`config.mk`:
```
export PLATFORM = sky130hd
export DESIGN_NAME = front_panel_led_integrator
export DESIGN_NICKNAME = d
export VERILOG_FILES = /design/src/rtl/front_panel_led_integrator.sv
export SDC_FILE = /design/constraint.sdc
export NUM_CORES = 2
export LEC_CHECK = 0
export CORE_MARGIN = 5
export CORE_UTILIZATION = 45
export DETAILED_ROUTE_END_ITERATION = 12
export PLACE_DENSITY = 0.66
export SETUP_SLACK_MARGIN = 0.1
export SYNTH_ARGS = -nofsm -noshare
export SYNTH_HDL_FRONTEND = slang
export SYNTH_SLANG_ARGS = --single-unit
```
`constraint.sdc`:
```
create_clock -name clk -period 6.99 [get_ports clk]
set_input_delay 0.699 -clock clk [delete_from_list [all_inputs] [get_ports clk]]
set_output_delay 0.699 -clock clk [all_outputs]
set_load 0.01 [all_outputs]
```
`src/rtl/front_panel_led_integrator.sv`:
```
// Per-frame duty-cycle integrator for the 36 front-panel LEDs; latches a stable
// on/off state per LED at each falling edge of the renderer's vertical sync.
module front_panel_led_integrator #(
  parameter int CW           = 20,
  parameter int THRESH_SHIFT = 2
) (
  input  logic        clk,
  input  logic        reset,
  input  logic        sample_en,
  input  logic [15:0] addr_in,
  input  logic [7:0]  data_in,
  input  logic [7:0]  status_in,
  input  logic [3:0]  other_in,
  input  logic        frame_vs,
  output logic [15:0] addrLEDs,
  output logic [7:0]  dataLEDs,
  output logic [7:0]  statusLEDs,
  output logic [3:0]  otherLEDs,
  output logic        frame_tick
);

  localparam int N = 36;

  logic [N-1:0]  w_bits;
  logic [N-1:0]  w_lit;
  logic          w_window_end;
  logic          w_total_sat;
  logic          w_advance;
  logic [CW-1:0] w_thresh;

  logic          r_vs_prev;
  logic [CW-1:0] r_total;
  logic [N-1:0]  r_leds;
  logic          r_frame_tick;

  assign w_bits       = {other_in, status_in, data_in, addr_in};
  assign w_window_end = r_vs_prev & ~frame_vs;
  assign w_total_sat  = &r_total;
  // Once the window counter saturates every counter freezes, so ratios survive.
  assign w_advance    = sample_en & ~w_total_sat;
  assign w_thresh     = r_total >> THRESH_SHIFT;

  genvar gi;
  generate
    for (gi = 0; gi < N; gi++) begin : g_led
      logic [CW-1:0] r_on;

      always_ff @(posedge clk or negedge reset) begin
        if (!reset) begin
          r_on <= '0;
        end else if (w_window_end) begin
          r_on <= {{(CW-1){1'b0}}, sample_en & w_bits[gi]};
        end else if (w_advance) begin
          r_on <= r_on + CW'(w_bits[gi]);
        end
      end

      assign w_lit[gi] = (r_on != '0) && (r_on >= w_thresh);
    end
  endgenerate

  always_ff @(posedge clk or negedge reset) begin
    if (!reset) begin
      r_vs_prev    <= 1'b1;
      r_total      <= '0;
      r_leds       <= '0;
      r_frame_tick <= 1'b0;
    end else begin
      r_vs_prev    <= frame_vs;
      r_frame_tick <= w_window_end;
      if (w_window_end) begin
        // An empty window carries no information, so the panel keeps its last image.
        if (r_total != '0) begin
          r_leds <= w_lit;
        end
        r_total <= {{(CW-1){1'b0}}, sample_en};
      end else if (w_advance) begin
        r_total <= r_total + 1'b1;
      end
    end
  end

  assign addrLEDs   = r_leds[15:0];
  assign dataLEDs   = r_leds[23:16];
  assign statusLEDs = r_leds[31:24];
  assign otherLEDs  = r_leds[35:32];
  assign frame_tick = r_frame_tick;

endmodule
```
==> key figures <==
Layout
  – Multi-input logic area: 0.0353 mm²
  – N_diodes: 0
  – Final net count: 7138
  – Fill count: 11800
  – Register area: 0.0195 mm²
  – Layout cells sized above 1: 0.0510
  – Synth-to-Final Area Change: 9.59%

STA
  – Setup violations, final: 0
  – Post-route minimum period: 3.63 ns
  – Clk_skew: 0.0324 ns
  – Rel. slew slack: 0.131
  – Count of final hold-check violations: 0
  – Fmax: 275 MHz
  – Setup WS post-layout: 3.36 ns
  – Worst Max-Slew Pin Slew: 1.30 ns
  – Final hold slack: 0.0646 ns
  – Final setup TNS: 0 ns
  – Part of the cycle the worst path needs: 0.520
  – Max-slew violations: 0
  – RSZ-0062 raised after global routing: false

Worst setup path
  – Cell mode on critical path: buf_4
  – Number of cells on the critical path: 7
  – Maximum fanout along the worst path: 36
  – CP cell instances: and3_1 > nand3_4 > buf_4 > nor2_8 > nor2_4 > buf_4 > a311o_1
  – Critical Path End Type: register
  – Critical Path RT: 7.60 ns
  – Worst path max stage delay: 0.75 ns
  – Worst path slowest cell: nor2_4
  – Worst path buffer plus inverter count: 2
  – Critical path data arrival time: 4.25 ns
  – Crit-path leading delay family: simple AND/OR/NAND/NOR gates
  – CP startpoint kind: register
  – Worst r2r path cells: 7
  – CP Class: reg2reg

Synthesis
  – Mapped Area: 0.0566 mm²
  – Largest cells by area after synthesis: dfrtp_1, ha_1, a21oi_1
  – FFs w/ async S/R, synth: 1.00
  – Syn Area/Cell: 8.78 µm²
  – Top cell type by total area after synthesis: dfrtp_1
  – Post-synth EDFFs: 0
  – Mapped Nets: 7209
  – Sequential fraction of the synthesis area: 0.344
  – Post-synthesis cell type count: 71
  – Yosys top cell area share: 0.344
  – Most used DFF post-synth: dfrtp_1
  – Synthesized flop and latch total: 778
  – Mapped Cells: 6447
  – Synth warnings: 0

Clock network
  – H-tree Lvls: 3
  – Cts bufs inserted: 94
  – CTS Sinks: 778
  – Root Buffer: clkbuf_16
  – Worst-case clock buffer depth: 3
  – # Post-CTS Setup Buffers: 0
  – Cts hold-fix bufs: 0
  – Worst-path clk slew: 0.06 ns
  – Post_cts resized: 0
  – Worst-Skew Late Latency: 0.69 ns
  – CTS tree: done

Drt
  – Iter 0 DRT Violations: 4621
  – Detailed-route DRC error count: 0
  – Total number of vias: 53300
  – WL/cell: 21.9 µm
  – Final antenna-violating net count: 0
  – WL final: 178 mm
  – Vias/cell: 6.57
  – TritonRoute pass-1 iters: 5

Global route
  – Total Routing Usage GR: 0.261
  – Largest net degree at the start of global routing: 229
  – Vias in the first global route: 50200
  – Initial antenna violation count: 1
  – First-pass GRT wire length: 281 mm
  – Grt total ovfl: 0

Power and ir drop
  – Flop pwr share: 0.419
  – LEAKAGE: 26.5 nW
  – Power Density: 192 mW/mm²
  – Comb pwr share: 0.130
  – Switching share of power: 0.274
  – IR Drop Worst-Case VDD: 0.168 mV
  – Final Power: 11.9 mW
  – Pint: 8.63 mW
  – Clock power share: 0.451
  – Net Switching: 3.25 mW

Placed design
  – Placement Setup Slack: 2.99 ns
  – Dpl hpwl: 107 mm
  – Quantity of I/O buffers inserted on ports: 76
  – RePlAce Congestion: 0.843

Floorplanning
  – Num rows: 130
  – Core footprint: 0.125 mm²
  – Die height: 365 µm
  – IO Pins: 77
  – Initial Utilization: 0.452
  – Die area: 0.133 mm²
  – Die X: 365 µm

Worst hold path
  – Min-Delay Path Class: in2async

Run
  – Total of max-cap violations: 0

Status
  – Status: finished, final reports clean
## synth_stat cells (153+ instances only)
cell,n
or4_1,227
ha_1,722
dfrtp_1,777
clkbuf_1,215
nand3_1,285
or3_1,264
and3_1,153
nor4_1,220
o31ai_1,218
nand2_1,594
a21oi_1,778
nand4_1,199
nor2_1,237
o21ai_0,434
## routing by layer
metal	part of all wire	routed length (µm)	track usage	up-vias
met5	0	0	0	-
met4	0.038	6740	0.0902	0
met3	0.063	11200	0.0353	365
met2	0.46	80900	0.426	1680
met1	0.44	78900	0.357	26200
li1	-	-	-	25000
## cells by family (layout without fill, tap and decap cells)
kind of cell    Yosys count  count (layout)  share of synthesized area
flops                   778             778                      0.344
simple gates           2536            2536                      0.244
xor+xnor                 60              60                    0.00929
buf+inv                 428             433                     0.0330
mux                      32              32                    0.00566
compound gates         1891            1891                      0.204
fa+ha+maj               722             722                      0.160
## sequential cells by signal (all words and copies together) (netlist names)
| signal | count |
|---|---|
| frame_tick | 1 |
| g_led.r_on | 720 |
| r_leds | 36 |
| r_total | 20 |
| r_vs_prev | 1 |
## through the flow
step	instance area, µm²	utilization	std cells
final	62000	0.495	8102
after floorplan	56600	-	6447
after CTS	62000	0.495	8102
after global routing	62000	0.495	8102
after global placement	58700	0.469	7930
after detailed placement	58700	0.469	7930
## worst paths after layout
| path | start | to | slack [ns] |
|---|---|---|---|
| max | r_total[19]$_DFFE_PN0P_ | g_led[19].r_on[0]$_DFFE_PN0P_ | 3.36 |
| min | reset | g_led[34].r_on[7]$_DFFE_PN0P_ | 0.06 |
| max reg2reg | r_total[19]$_DFFE_PN0P_ | g_led[19].r_on[0]$_DFFE_PN0P_ | 3.36 |
| min reg2reg | r_leds[32]$_DFFE_PN0P_ | r_leds[32]$_DFFE_PN0P_ | 0.51 |
| max in group asynchronous | reset | g_led[28].r_on[12]$_DFFE_PN0P_ | 5.39 |
| min in group clk | frame_vs | r_vs_prev$_DFF_PN1_ | 0.48 |
## placed cells by master (no fill, tap or decap), types with 44 or more instances in the layout
| cell type | instances |
|---|---|
| a2111oi_0 | 46 |
| nand3_1 | 285 |
| buf_4 | 44 |
| ha_1 | 722 |
| nor3_1 | 119 |
| a21oi_1 | 777 |
| xnor2_1 | 50 |
| inv_1 | 112 |
| or4_1 | 227 |
| and4_1 | 49 |
| clkdlybuf4s50_1 | 74 |
| nor4_1 | 220 |
| o31ai_1 | 218 |
| a211oi_1 | 74 |
| and3_1 | 152 |
| a31oi_1 | 44 |
| nor2_1 | 236 |
| or3_1 | 264 |
| o21ai_0 | 434 |
| nand2_1 | 594 |
| a31o_2 | 44 |
| nand4_1 | 199 |
| clkbuf_16 | 98 |
| dfrtp_1 | 776 |
## power groups by stage
stage / clock network (mW) / logic [mW] / registers [mW]
after floorplan: 0 / 0.866 / 4.98
after global placement: 0 / 1.51 / 5.05
after detailed placement: 0 / 1.55 / 5.05
after CTS: 5.44 / 1.56 / 4.97
after global routing: 5.61 / 1.73 / 5.00
final: 5.36 / 1.55 / 4.97
## area by class of cell
| cell class | instances | share of cell area |
|---|---|---|
| clock inverters | 37 | 0.00906 |
| clock buffers | 135 | 0.0447 |
| flip-flops and latches | 778 | 0.314 |
| repair buffers | 131 | 0.0212 |
| multi-input cells | 5241 | 0.569 |
| well taps | 1650 | 0.0333 |
| inverters | 130 | 0.00835 |
Note: power is estimated with default switching activity, not from simulation.
